[src/rtl/instr_queue_mw_pkg.sv]
// Shared fetch/decode definitions: default widths and the {pc, inst} instruction record
// used by the instruction queue and the if_id/id stages.
package instr_queue_mw_pkg;

    localparam int unsigned ADDR_WIDTH_DEF = 32;
    localparam int unsigned INST_WIDTH_DEF = 32;

    typedef struct packed {
        logic [ADDR_WIDTH_DEF-1:0] pc;
        logic [INST_WIDTH_DEF-1:0] inst;
    } instr_rec_t;

endpackage

[src/rtl/instq_lane_compact.sv]
// Prefix popcount over a lane mask: offset_o[k] is the number of set lanes below k,
// total_o the number of set lanes. Used for push compaction and pop counting.
module instq_lane_compact #(
    parameter int unsigned LANES = 2,
    parameter int unsigned CNT_W = $clog2(LANES + 1)
) (
    input  logic [LANES-1:0]            valid_i,
    output logic [LANES-1:0][CNT_W-1:0] offset_o,
    output logic [CNT_W-1:0]            total_o
);

    logic [CNT_W-1:0] acc;

    always_comb begin
        acc      = '0;
        offset_o = '0;
        for (int k = 0; k < LANES; k++) begin
            offset_o[k] = acc;
            acc         = acc + CNT_W'(valid_i[k]);
        end
        total_o = acc;
    end

endmodule

[src/rtl/instr_queue_mw.sv]
// Multi-lane first-word-fall-through instruction queue between fetch and decode.
// Optional build macro INSTQ_PERF_CNT_EN adds saturating full-stall / empty cycle counters.
module instr_queue_mw
    import instr_queue_mw_pkg::*;
#(
    parameter int unsigned DEPTH       = 8,
    parameter int unsigned FETCH_WIDTH = 2,
    parameter int unsigned ISSUE_WIDTH = 2,
    parameter int unsigned ADDR_WIDTH  = ADDR_WIDTH_DEF,
    parameter int unsigned INST_WIDTH  = INST_WIDTH_DEF
) (
    input  logic                              clk,
    input  logic                              rst,
    input  logic                              flush_i,
    input  logic [FETCH_WIDTH-1:0]            push_valid_i,
    input  logic [FETCH_WIDTH*ADDR_WIDTH-1:0] push_pc_i,
    input  logic [FETCH_WIDTH*INST_WIDTH-1:0] push_inst_i,
    output logic                              push_ready_o,
    output logic [ISSUE_WIDTH-1:0]            out_valid_o,
    output logic [ISSUE_WIDTH*ADDR_WIDTH-1:0] out_pc_o,
    output logic [ISSUE_WIDTH*INST_WIDTH-1:0] out_inst_o,
    input  logic [ISSUE_WIDTH-1:0]            issue_ready_i,
    output logic [$clog2(DEPTH):0]            count_o
`ifdef INSTQ_PERF_CNT_EN
    ,
    output logic [31:0]                       perf_full_stall_o,
    output logic [31:0]                       perf_empty_o
`endif
);

    localparam int unsigned PW  = $clog2(DEPTH);
    localparam int unsigned CW  = PW + 1;
    localparam int unsigned FCW = $clog2(FETCH_WIDTH + 1);
    localparam int unsigned ICW = $clog2(ISSUE_WIDTH + 1);
    localparam logic [CW-1:0] PushMax = CW'(DEPTH - FETCH_WIDTH);

    logic [PW-1:0] head_q, head_d, tail_q, tail_d;
    logic [CW-1:0] count_q, count_d;

    logic [ADDR_WIDTH-1:0] pc_q   [DEPTH];
    logic [INST_WIDTH-1:0] inst_q [DEPTH];

    logic [FETCH_WIDTH-1:0][FCW-1:0] push_off;
    logic [FCW-1:0]                  push_cnt, push_n;
    logic [ISSUE_WIDTH-1:0]          pop_en;
    logic [ISSUE_WIDTH-1:0][ICW-1:0] pop_off;
    logic [ICW-1:0]                  pop_cnt;
    logic                            unused_pop_off;

    instq_lane_compact #(
        .LANES (FETCH_WIDTH)
    ) u_push_compact (
        .valid_i  (push_valid_i),
        .offset_o (push_off),
        .total_o  (push_cnt)
    );

    instq_lane_compact #(
        .LANES (ISSUE_WIDTH)
    ) u_pop_count (
        .valid_i  (pop_en),
        .offset_o (pop_off),
        .total_o  (pop_cnt)
    );

    assign unused_pop_off = ^pop_off;

    // Readiness looks at current occupancy only; same-cycle pops are not credited.
    assign push_ready_o = (count_q <= PushMax);
    assign push_n       = push_ready_o ? push_cnt : '0;
    assign count_o      = count_q;

    always_comb begin
        out_valid_o = '0;
        out_pc_o    = '0;
        out_inst_o  = '0;
        pop_en      = '0;
        for (int j = 0; j < ISSUE_WIDTH; j++) begin
            out_valid_o[j]                      = (count_q > CW'(j));
            out_pc_o[j*ADDR_WIDTH +: ADDR_WIDTH] = pc_q[head_q + PW'(j)];
            out_inst_o[j*INST_WIDTH +: INST_WIDTH] = inst_q[head_q + PW'(j)];
            pop_en[j] = out_valid_o[j] && issue_ready_i[j] && ((j == 0) || pop_en[(j == 0) ? 0 : j-1]);
        end
    end

    always_comb begin
        head_d  = head_q;
        tail_d  = tail_q;
        count_d = count_q;
        if (flush_i) begin
            head_d  = '0;
            tail_d  = '0;
            count_d = '0;
        end else begin
            head_d  = head_q + PW'(pop_cnt);
            tail_d  = tail_q + PW'(push_n);
            count_d = count_q + CW'(push_n) - CW'(pop_cnt);
        end
    end

    always_ff @(posedge clk or posedge rst) begin
        if (rst) begin
            head_q  <= '0;
            tail_q  <= '0;
            count_q <= '0;
        end else begin
            head_q  <= head_d;
            tail_q  <= tail_d;
            count_q <= count_d;
        end
    end

    // Storage is not reset; occupancy alone decides what is valid.
    always_ff @(posedge clk) begin
        if (!flush_i && push_ready_o) begin
            for (int k = 0; k < FETCH_WIDTH; k++) begin
                if (push_valid_i[k]) begin
                    pc_q[tail_q + PW'(push_off[k])]   <= push_pc_i[k*ADDR_WIDTH +: ADDR_WIDTH];
                    inst_q[tail_q + PW'(push_off[k])] <= push_inst_i[k*INST_WIDTH +: INST_WIDTH];
                end
            end
        end
    end

`ifdef INSTQ_PERF_CNT_EN
    logic [31:0] full_stall_q, empty_q;

    always_ff @(posedge clk or posedge rst) begin
        if (rst) begin
            full_stall_q <= '0;
            empty_q      <= '0;
        end else begin
            if ((|push_valid_i) && !push_ready_o && (full_stall_q != '1)) begin
                full_stall_q <= full_stall_q + 32'd1;
            end
            if ((count_q == '0) && (empty_q != '1)) begin
                empty_q <= empty_q + 32'd1;
            end
        end
    end

    assign perf_full_stall_o = full_stall_q;
    assign perf_empty_o      = empty_q;
`endif

endmodule

[config.mk]
export PLATFORM = sky130hd
export DESIGN_NAME = instr_queue_mw
export DESIGN_NICKNAME = d
export VERILOG_FILES = /design/src/rtl/instr_queue_mw_pkg.sv /design/src/rtl/instq_lane_compact.sv /design/src/rtl/instr_queue_mw.sv
export SDC_FILE = /design/constraint.sdc
export NUM_CORES = 1
export LEC_CHECK = 0
export CAP_MARGIN = 20
export CORE_MARGIN = 1
export CORE_UTILIZATION = 50
export DETAILED_ROUTE_END_ITERATION = 10
export PLACE_DENSITY_LB_ADDON = 0.12
export SYNTH_ARGS = -nofsm -noshare
export SYNTH_HDL_FRONTEND = slang
export SYNTH_SLANG_ARGS = --single-unit
[constraint.sdc]
create_clock -name clk -period 6 [get_ports clk]
set_input_delay 0.9 -clock clk [delete_from_list [all_inputs] [get_ports clk]]
set_output_delay 0.9 -clock clk [all_outputs]
set_load 0.03 [all_outputs]
==> flow_metrics.tcl, run 1 <==
set metrics [dict create \
    outcome "finished, final reports clean" \
    worst_slew_pin_slew_ns 1.068 \
    ys_seq_area_share_pct 51.71 \
    postRouteWirelength_mm 80.63 \
    finalCritPeriodShare_pct 79.37 \
    synth_nets 1781 \
    drc 0 \
    min_period_ns 4.762 \
    gr-total-overflow 0 \
    die_area_um2 61420 \
    seqPwrFrac_pct 29.4 \
    max-cap-violations 0 \
    via_per_inst 6.403 \
    cts_hold_buf 0 \
    cpLargestDelayFamily "buffers and inverters" \
    critPathMaxFanout 139 \
    cp_cell_sequence "buf_12 > mux4_2 > mux2_2 > clkdlybuf4s50_1" \
    worst-setup-path-type "register to output port" \
    slew_violations 0 \
    place.gp.congestion 0.7897 \
    die_h_um 247.8 \
    yosysWarnings 0 \
    ant_nets 0 \
    avgSynthCellArea_um2 18.54 \
    fin_area_um2 35580 \
    area_delta_synth_final_pct 17.73 \
    comb_power_share_pct 47.2 \
    crit_path_start_kind "register" \
    whs_ns 0.5988 \
    fp.coreArea_um2 59350 \
    syn-instance-count 1630 \
    ios 270 \
    vdd_drop_max_v 0.0003204 \
    cp-end-kind "output port" \
    p_per_area_nw_per_um2 445.1 \
    cts.path.max_buffers 3 \
    critPathArrivalTime_ns 3.86 \
    post-cts-setup-buffers 0 \
    final_cells 2695 \
    netlist_area_um2 30220 \
    max_freq_mhz 210.0 \
    grt_pass1_vias 18303 \
    postPlaceCellArea_um2 33580 \
    cts_tree "done" \
    rows 89 \
    dp_hpwl_mm 43.19 \
    cts_resized 0 \
    crit_slowest_cell "dfrtp_4" \
    synth_top_area_share_pct 50.88 \
    antenna_found_initial 14 \
    cts_buffers 58 \
    switchingPower_uw 5583 \
    post_drt_wl_per_cell_um 29.92 \
    firstDrtPassIters 5 \
    crit_buf_inv 2 \
    internal_power_uw 10250 \
    dp.cells 2578 \
    grt_setup_unrepaired "no" \
    drtIter0Drc 1214 \
    setup_viol_count_final 0 \
    die_w_um 247.8 \
    ys_ff_latch 522 \
    cts_root_buffer "clkbuf_16" \
    slew_headroom_pct 28.37 \
    layout-drive-gt1-share_pct 47.23 \
    cts.clk_slew.worst_paths_ns 0.06 \
    io_buffers 269 \
    postLayoutCoreUtil_pct 59.94 \
    synth_cell_type_count 37 \
    min_path_type "input port to async pin" \
    num_vias 17256 \
    start_util_pct 50.91 \
    htreeDepth 2 \
    skew_ns 0.01387 \
    final_hold_viol_count 0 \
    grt_usage_pct 26.60 \
    fin_setup_tns_ns 0 \
    p_leak_uw 0.01108 \
    cp.required_ns 5.10 \
    grt_pass1_wl_mm 118.4 \
    synthTopCellsByArea "edfxtp_1 (51%), mux4_2 (19%), mux2_2 (19%)" \
    fin_nets 2016 \
    max_stage_delay_ns 0.82 \
    grt_max_degree 140 \
    swShare_pct 35.26 \
    cts_sinks 522 \
    p_clk_share_pct 23.4 \
    clock_latency_ns 0.62 \
    synth_top_area_cell "edfxtp_1" \
]
[synth_stat cells]
| cell | count |
|---|---|
| a21boi_2 | 1 |
| a21o_1 | 5 |
| a21oi_1 | 1 |
| and2_1 | 2 |
| and3_1 | 3 |
| buf_1 | 1 |
| buf_2 | 52 |
| buf_4 | 8 |
| buf_6 | 40 |
| clkbuf_1 | 28 |
| dfrtp_1 | 10 |
| edfxtp_1 | 512 |
| fa_1 | 4 |
| ha_1 | 12 |
| inv_1 | 6 |
| mux2_1 | 143 |
| mux2_2 | 498 |
| mux4_2 | 256 |
| nand2_1 | 2 |
| nand2b_1 | 2 |
| nand3_1 | 1 |
| nand3b_1 | 2 |
| nand4b_1 | 1 |
| nand4bb_1 | 2 |
| nor2_1 | 9 |
| nor2b_1 | 7 |
| nor4_2 | 7 |
| nor4_4 | 1 |
| o21bai_1 | 4 |
| or2_2 | 1 |
| or3b_2 | 1 |
| or4_1 | 1 |
| or4b_4 | 1 |
| xnor2_1 | 3 |
| xnor2_2 | 1 |
| xor2_1 | 1 |
| xor2_2 | 1 |
[logic make-up after synthesis]
| family | share of synthesized area (%) |
|---|---|
| DFF | 51.71 |
| AOI/OAI and AO/OA | 0.2774 |
| xor gates and xnor gates | 0.2236 |
| muxes | 42.97 |
| buffers and inverters | 2.985 |
| and+or+nand+nor | 1.077 |
| adders and majority gates | 0.7619 |
[worst paths after layout]
| check | startpoint | end | slack (ns) | cells past startpoint |
|---|---|---|---|---|
| setup / recovery | head_q[0]$_DFF_PP0_ | out_inst_o[63] | 1.24 | 4 |
| hold / removal | rst | head_q[1]$_DFF_PP0_ | 0.60 | 2 |
| setup reg to reg | count_o[3]$_DFF_PP0_ | count_o[3]$_DFF_PP0_ | 2.17 | 10 |
| hold reg to reg | count_o[0]$_DFF_PP0_ | count_o[0]$_DFF_PP0_ | 0.68 | 2 |
| max in group asynchronous | rst | head_q[0]$_DFF_PP0_ | 5.05 | 2 |
| min in group clk | count_o[0]$_DFF_PP0_ | count_o[0]$_DFF_PP0_ | 0.68 | 2 |
[metal layers]
| metal | GRT usage [%] | vias up | wire (µm) |
|---|---|---|---|
| li1 | - | 7364 | - |
| met1 | 37.14 | 9184 | 34790 |
| met2 | 42.63 | 567 | 38710 |
| met3 | 5.601 | 127 | 5228 |
| met4 | 6.568 | 14 | 1804 |
| met5 | 0 | - | 95 |
[per-stage QoR]
step | setup WS (ns) | total power, µW
3_3_place_gp | 1.792 | 12180
2_1_floorplan | 0.7692 | 9719
6_report | 1.238 | 15830
3_5_place_dp | 1.694 | 12250
4_1_cts | 1.169 | 15980
5_1_grt | 1.049 | 16460
[state kept, by name, summed over array words and instances (netlist names)]
register / count
pc_q: 256
tail_q: 3
count_o: 4
inst_q: 256
head_q: 3
[worst register-to-register path, delay by kind of cell (launching register included)]
family	cells	cell delay [ns]
AO/OA/AOI/OAI	3	1.10
adder cells (fa/ha/maj)	3	1.02
flip-flops	1	0.39
multiplexers	1	0.34
buffers and inverters	1	0.08
AND/OR/NAND/NOR	2	0.78
[cell usage in the layout (no fill, tap or decap), drive strengths merged, types with 9 or more instances in the layout]
master | Yosys | final
mux2 | 641 | 641
ha | 12 | 12
edfxtp | 512 | 512
nor2 | 9 | 9
buf | 101 | 35
dfrtp | 10 | 10
clkdlybuf4s50 | 0 | 269
clkbuf | 28 | 77
clkinv | 0 | 23
mux4 | 256 | 256
[area by class of cell]
type | instances | area, µm²
tap | 773 | 967.2
fill | 4419 | 23780
sequential | 522 | 15640
clock buffer | 77 | 1627
inverter | 6 | 22.52
timing repair buffer | 304 | 3093
antenna | 8 | 20.02
multi-input combinational | 973 | 13860
clock inverter | 32 | 351.6
[power by group through the flow]
| stage | logic (µW) | registers, µW | clock network (µW) |
|---|---|---|---|
| floorplan | 5080 | 4640 | 0 |
| global placement | 7470 | 4710 | 0 |
| detailed placement | 7520 | 4730 | 0 |
| CTS | 7560 | 4660 | 3760 |
| global route | 7870 | 4700 | 3890 |
| finish | 7470 | 4660 | 3700 |
(Power assumes the default switching activity.)
==> run 2, diff against run 1 <==
==> constraint.sdc (replaced) <==
create_clock -name clk -period 4.5 [get_ports clk]
set_input_delay 0.675 -clock clk [delete_from_list [all_inputs] [get_ports clk]]
set_output_delay 0.675 -clock clk [all_outputs]
set_load 0.03 [all_outputs]
==> run 2 against run 1 <==
Final area up 0.66%; largest cell class unchanged; routed wire length down 1.7%; setup slack worse by 0.79 ns; core utilization up 0.40 points; hold slack worse by 0.25 ns; via count about the same; sequential share of layout area down 0.29 points.
==> flow_metrics.tcl, run 2 (synthesis results as in run 1) <==
set metrics [dict create \
    swShare_pct 35.43 \
    ff2ff_setup_slack_ns 0.76 \
    seqCellArea_um2 15640 \
    skew_ns 0.01669 \
    post_drt_wl_per_cell_um 29.24 \
    outcome "finished, final reports clean" \
    r2r_cells 9 \
    regToRegEndpoint "count_o[3]$_DFF_PP0_" \
    cp.depth 4 \
    dp_hpwl_mm 46.86 \
    cp-end-kind "output port" \
    crit_end "out_pc_o[29]" \
    drtIter0Drc 1327 \
    met3_usage_pct 4.552 \
    fin_setup_tns_ns 0 \
    worst-setup-path-type "register to output port" \
    final_hold_viol_count 0 \
    cts_hold_buf 0 \
    post-cts-setup-buffers 0 \
    die_area_um2 61420 \
    setup_viol_count_final 0 \
    slew_violations 0 \
    cp.required_ns 3.83 \
    p_clk_share_pct 22.1 \
    firstDrtPassIters 4 \
    start_util_pct 50.91 \
    cts.path.max_buffers 3 \
    fill_cells 4422 \
    drc 0 \
    num_vias 17261 \
    cts_buffers 57 \
    crit_buf_inv 2 \
    critPathArrivalTime_ns 3.37 \
    crit_path_start "head_q[1]$_DFF_PP0_" \
    slew_headroom_pct 30.17 \
    crit_path_start_kind "register" \
    critPathMaxFanout 21 \
    r2r-start "count_o[2]$_DFF_PP0_" \
    final_cell_mix "edfxtp_1 (512), mux2_2 (498), clkdlybuf4s50_1 (269)" \
    grt_pass1_vias 18334 \
    place.gp.congestion 0.7798 \
    min_path_type "input port to async pin" \
    area_delta_synth_final_pct 18.51 \
    postRouteWirelength_mm 79.24 \
    gr-usage-met2_pct 42.02 \
    grt_pass1_wl_mm 116.5 \
    crit_slowest_cell "dfrtp_4" \
    rows 89 \
    fin_nets 2036 \
    cts.clk_slew.worst_paths_ns 0.06 \
    p_leak_uw 0.01117 \
    via_per_inst 6.369 \
    whs_ns 0.3453 \
    max-cap-violations 0 \
    cts_tree "done" \
    switchingPower_uw 7417 \
    vdd_drop_max_v 0.0004490 \
    finalCritPeriodShare_pct 89.98 \
    die_w_um 247.8 \
    antenna_found_initial 8 \
    cp_cell_sequence "buf_4 > mux4_2 > mux2_2 > clkdlybuf4s50_1" \
    cts_root_buffer "clkbuf_16" \
    grt_usage_pct 26.07 \
    layout_commonest_cell "edfxtp_1" \
    seqPwrFrac_pct 29.6 \
    fp.coreArea_um2 59350 \
    grt_max_degree 67 \
    max_freq_mhz 247.0 \
    worst_slew_pin_slew_ns 1.041 \
    layout-drive-gt1-share_pct 47.38 \
    cpLargestDelayFamily "buffers and inverters" \
    clock_latency_ns 0.62 \
    min_period_ns 4.049 \
    io_buffers 269 \
    cts_sinks 522 \
    p_per_area_nw_per_um2 584.6 \
    top_usage_layer "met2" \
    internal_power_uw 13520 \
    comb_power_share_pct 48.3 \
    max_stage_delay_ns 0.69 \
    grt_setup_unrepaired "no" \
    use_met1_pct 36.61 \
    ant_nets 0 \
    ios 270 \
    multi_input_comb_area_um2 13860 \
    htreeDepth 2 \
    cts_resized 0 \
    die_h_um 247.8 \
    gr-total-overflow 0 \
]
-- run 2: changes by cell type in the layout (fill, tap and decap cells not counted), sizes merged --
cell / previous run / this run
buf: 35 / 56
diode: 8 / 6
inv: 6 / 8
clkinv: 23 / 21
bufinv: 8 / 5
clkinvlp: 1 / 0
-- run 2: worst register-to-register path, cell delays in order, from the launching register on --
cell and delay (ns):
dfrtp_1 0.42, ha_1 0.24, a21boi_2 0.78, nor2_1 0.39, and2_1 0.32, fa_1 0.51
ha_1 0.29, a21o_1 0.16, a21oi_1 0.17, mux2_2 0.35
-- run 2: per-stage QoR --
stage / cells / worst slack [ns] / util (%) / total power [µW] / area [µm²]
2_1_floorplan: 1630 / -0.7308 / - / 12960 / 30220
3_3_place_gp: 2599 / 0.7945 / 57.22 / 16400 / 33960
3_5_place_dp: 2599 / 0.7654 / 57.22 / 16490 / 33960
4_1_cts: 2704 / 0.3592 / 60.31 / 21170 / 35800
5_1_grt: 2705 / 0.2965 / 60.31 / 21790 / 35800
6_report: 2710 / 0.4510 / 60.33 / 20930 / 35810
-- run 2: metal layers --
| metal | vias to the layer above | wire length (µm) |
|---|---|---|
| met2 | 515 | 38610 |
| li1 | 7384 | - |
| met5 | - | 56 |
| met3 | 119 | 4983 |
| met4 | 8 | 1763 |
| met1 | 9235 | 33830 |
-- run 2: area by class of cell --
class                   instances  share of cell area, %
flip-flops and latches        522                  43.66
multi-input cells             973                  38.70
repair buffers                325                  9.706
clock buffers                  77                  4.395
well taps                     773                  2.701
clock inverters                28                 0.7302
inverters                       6                0.06289
diodes                          6                0.04193
-- run 2: worst min-delay path by stage --
stage / from / endpoint / slack [ns] / depth (start not counted)
final: rst / count_o[0]$_DFF_PP0_ / 0.35 / 2
after global routing: rst / count_o[2]$_DFF_PP0_ / 0.38 / 2
after CTS: rst / count_o[2]$_DFF_PP0_ / 0.33 / 2
after detailed placement: count_o[0]$_DFF_PP0_ / count_o[0]$_DFF_PP0_ / 0.68 / 2
after global placement: count_o[0]$_DFF_PP0_ / count_o[0]$_DFF_PP0_ / 0.69 / 2
after floorplan: rst / count_o[0]$_DFF_PP0_ / 0.52 / 1
-- run 2: power by group through the flow --
stage / combinational [µW] / sequential [µW] / clock, µW
3_3_place_gp: 10100 / 6260 / 0
3_5_place_dp: 10200 / 6290 / 0
5_1_grt: 10600 / 6240 / 4900
6_report: 10100 / 6190 / 4630
4_1_cts: 10300 / 6190 / 4720
2_1_floorplan: 6770 / 6190 / 0
==> run 3, diff against run 2 <==
--- a/config.mk
+++ b/config.mk
@@ -10,6 +10,8 @@
 export CORE_UTILIZATION = 50
 export DETAILED_ROUTE_END_ITERATION = 10
 export PLACE_DENSITY_LB_ADDON = 0.12
+export REMOVE_ABC_BUFFERS = 1
+export SLEW_MARGIN = 30
 export SYNTH_ARGS = -nofsm -noshare
 export SYNTH_HDL_FRONTEND = slang
 export SYNTH_SLANG_ARGS = --single-unit
==> run 3 against run 2 <==
Non-clock buffer count decreased by 14; routed wire length increased by 2.0%; hold slack improved by 0.012 ns; count of clock-buffer cells in the layout decreased by 1; maximum frequency decreased by 3.5%; die area unchanged; final area decreased by 0.53%; critical endpoint is now out_pc_o[43]; highest routed layer unchanged.
==> flow_metrics.tcl, run 3 (synthesis results as in run 1) <==
set metrics [dict create \
    layout_commonest_cell "edfxtp_1" \
    ios 270 \
    cts_tree "done" \
    power_uw 20750 \
    max-cap-violations 0 \
    outcome "finished, final reports clean" \
    start_util_pct 50.91 \
    firstDrtPassIters 6 \
    cts_root_buffer "clkbuf_16" \
    max_freq_mhz 238.2 \
    whs_ns 0.3570 \
    grt_usage_pct 26.52 \
    cp.required_ns 3.83 \
    rows 89 \
    slew_violations 0 \
    clock_latency_ns 0.62 \
    min_period_ns 4.198 \
    htreeDepth 2 \
    num_vias 17286 \
    area_delta_synth_final_pct 17.88 \
    critPathArrivalTime_ns 3.52 \
    dp.cells 2585 \
    grt_setup_unrepaired "no" \
    via_per_inst 6.416 \
    antenna_found_initial 10 \
    vdd_drop_max_v 0.0005276 \
    fp.coreArea_um2 59350 \
    crit_slowest_cell "dfrtp_4" \
    postRouteWirelength_mm 80.85 \
    fill_cells 4460 \
    grt_max_degree 88 \
    drc 0 \
    layout-drive-gt1-share_pct 46.76 \
    cts.clk_slew.worst_paths_ns 0.06 \
    post_drt_wl_per_cell_um 30.01 \
    use_met1_pct 35.46 \
    dp_hpwl_mm 46.02 \
    cts_sinks 522 \
    slew_headroom_pct 39.06 \
    die_area_um2 61420 \
    top_usage_layer "met2" \
    min_path_type "input port to async pin" \
    post-cts-setup-buffers 0 \
    finalCritPeriodShare_pct 93.28 \
    grt_pass1_wl_mm 117.8 \
    cp-end-kind "output port" \
    grt_pass1_vias 18326 \
    max_stage_delay_ns 0.72 \
    cts_hold_buf 0 \
    final_cells 2694 \
    io_buffers 269 \
    worst_slew_pin_slew_ns 0.9141 \
    gr-usage-met2_pct 44.58 \
    crit_path_start_kind "register" \
    postLayoutCoreUtil_pct 60.01 \
    cp_cell_sequence "ha_4 > xor2_4 > buf_4 > mux2_2 > clkdlybuf4s50_1" \
    final_hold_viol_count 0 \
    setup_viol_count_final 0 \
    worst-setup-path-type "register to output port" \
    crit_buf_inv 2 \
    p_leak_uw 0.01104 \
    die_w_um 247.8 \
    skew_ns 0.01281 \
    critPathMaxFanout 22 \
    cts_buffers 58 \
    place.gp.congestion 0.7621 \
    cts.path.max_buffers 3 \
    ant_nets 0 \
    die_h_um 247.8 \
    final_cell_mix "edfxtp_1 (512), mux2_2 (498), clkdlybuf4s50_1 (269)" \
    gr-total-overflow 0 \
    cpLargestDelayFamily "buffers and inverters" \
    met3_usage_pct 4.909 \
    fin_nets 2023 \
    drtIter0Drc 1176 \
    p_per_area_nw_per_um2 582.4 \
    cts_resized 0 \
]
==> run 3: report_power, final <==
group,internal (µW),total [µW],leakage [µW],switching (µW)
sequential,5910,6170,0.00476,255
combinational,4890,10200,0.00544,5280
clock,2500,4410,0.000841,1910
total,13300,20700,0.0110,7450
==> run 3: worst reg2reg max path: stages, from the launching register on <==
cell and delay, ns:
dfrtp_1 0.39, inv_1 0.08, ha_1 0.21, and3_1 0.76
nor2_1 0.37, and2_1 0.31, fa_1 0.51, ha_1 0.29
a21o_1 0.16, a21oi_1 0.15, mux2_2 0.34
==> run 3: final cells by class <==
class,instances,area [µm²],share of cell area [%]
sequential,522,15640,43.90
multi-input combinational,973,13870,38.93
timing repair buffer,311,3396,9.534
clock buffer,76,1540,4.324
tap,773,967.2,2.715
clock inverter,28,178.9,0.5023
inverter,6,22.52,0.06323
antenna,5,12.51,0.03513
==> run 3: final timing paths <==
kind                            cells past startpoint  slack [ns]              endpoint            startpoint
min in group clk                                    2        0.69   tail_q[0]$_DFF_PP0_   tail_q[0]$_DFF_PP0_
worst max-delay path                                5        0.30          out_pc_o[43]   head_q[0]$_DFF_PP0_
worst min-delay path                                2        0.36   tail_q[2]$_DFF_PP0_                   rst
worst min register to register                      2        0.69   tail_q[0]$_DFF_PP0_   tail_q[0]$_DFF_PP0_
worst max register to register                     10        0.80  count_o[3]$_DFF_PP0_  count_o[3]$_DFF_PP0_
max in group asynchronous                           2        3.79   head_q[2]$_DFF_PP0_                   rst
==> run 3: through the flow <==
stage          setup TNS, ns  setup slack [ns]  area, µm²
6_report                   0            0.3024      35620
5_1_grt                    0            0.1965      35620
4_1_cts                    0            0.2474      35600
3_5_place_dp               0            0.7621      33880
3_3_place_gp               0            0.8025      33880
2_1_floorplan       -2601.60            -8.025      29340
==> run 3: routing by layer <==
| layer | part of all wire, % | up-vias |
|---|---|---|
| met5 | 0.088 | - |
| met4 | 2.1 | 10 |
| met3 | 6.6 | 116 |
| met2 | 50 | 578 |
| met1 | 41 | 9213 |
| li1 | - | 7369 |
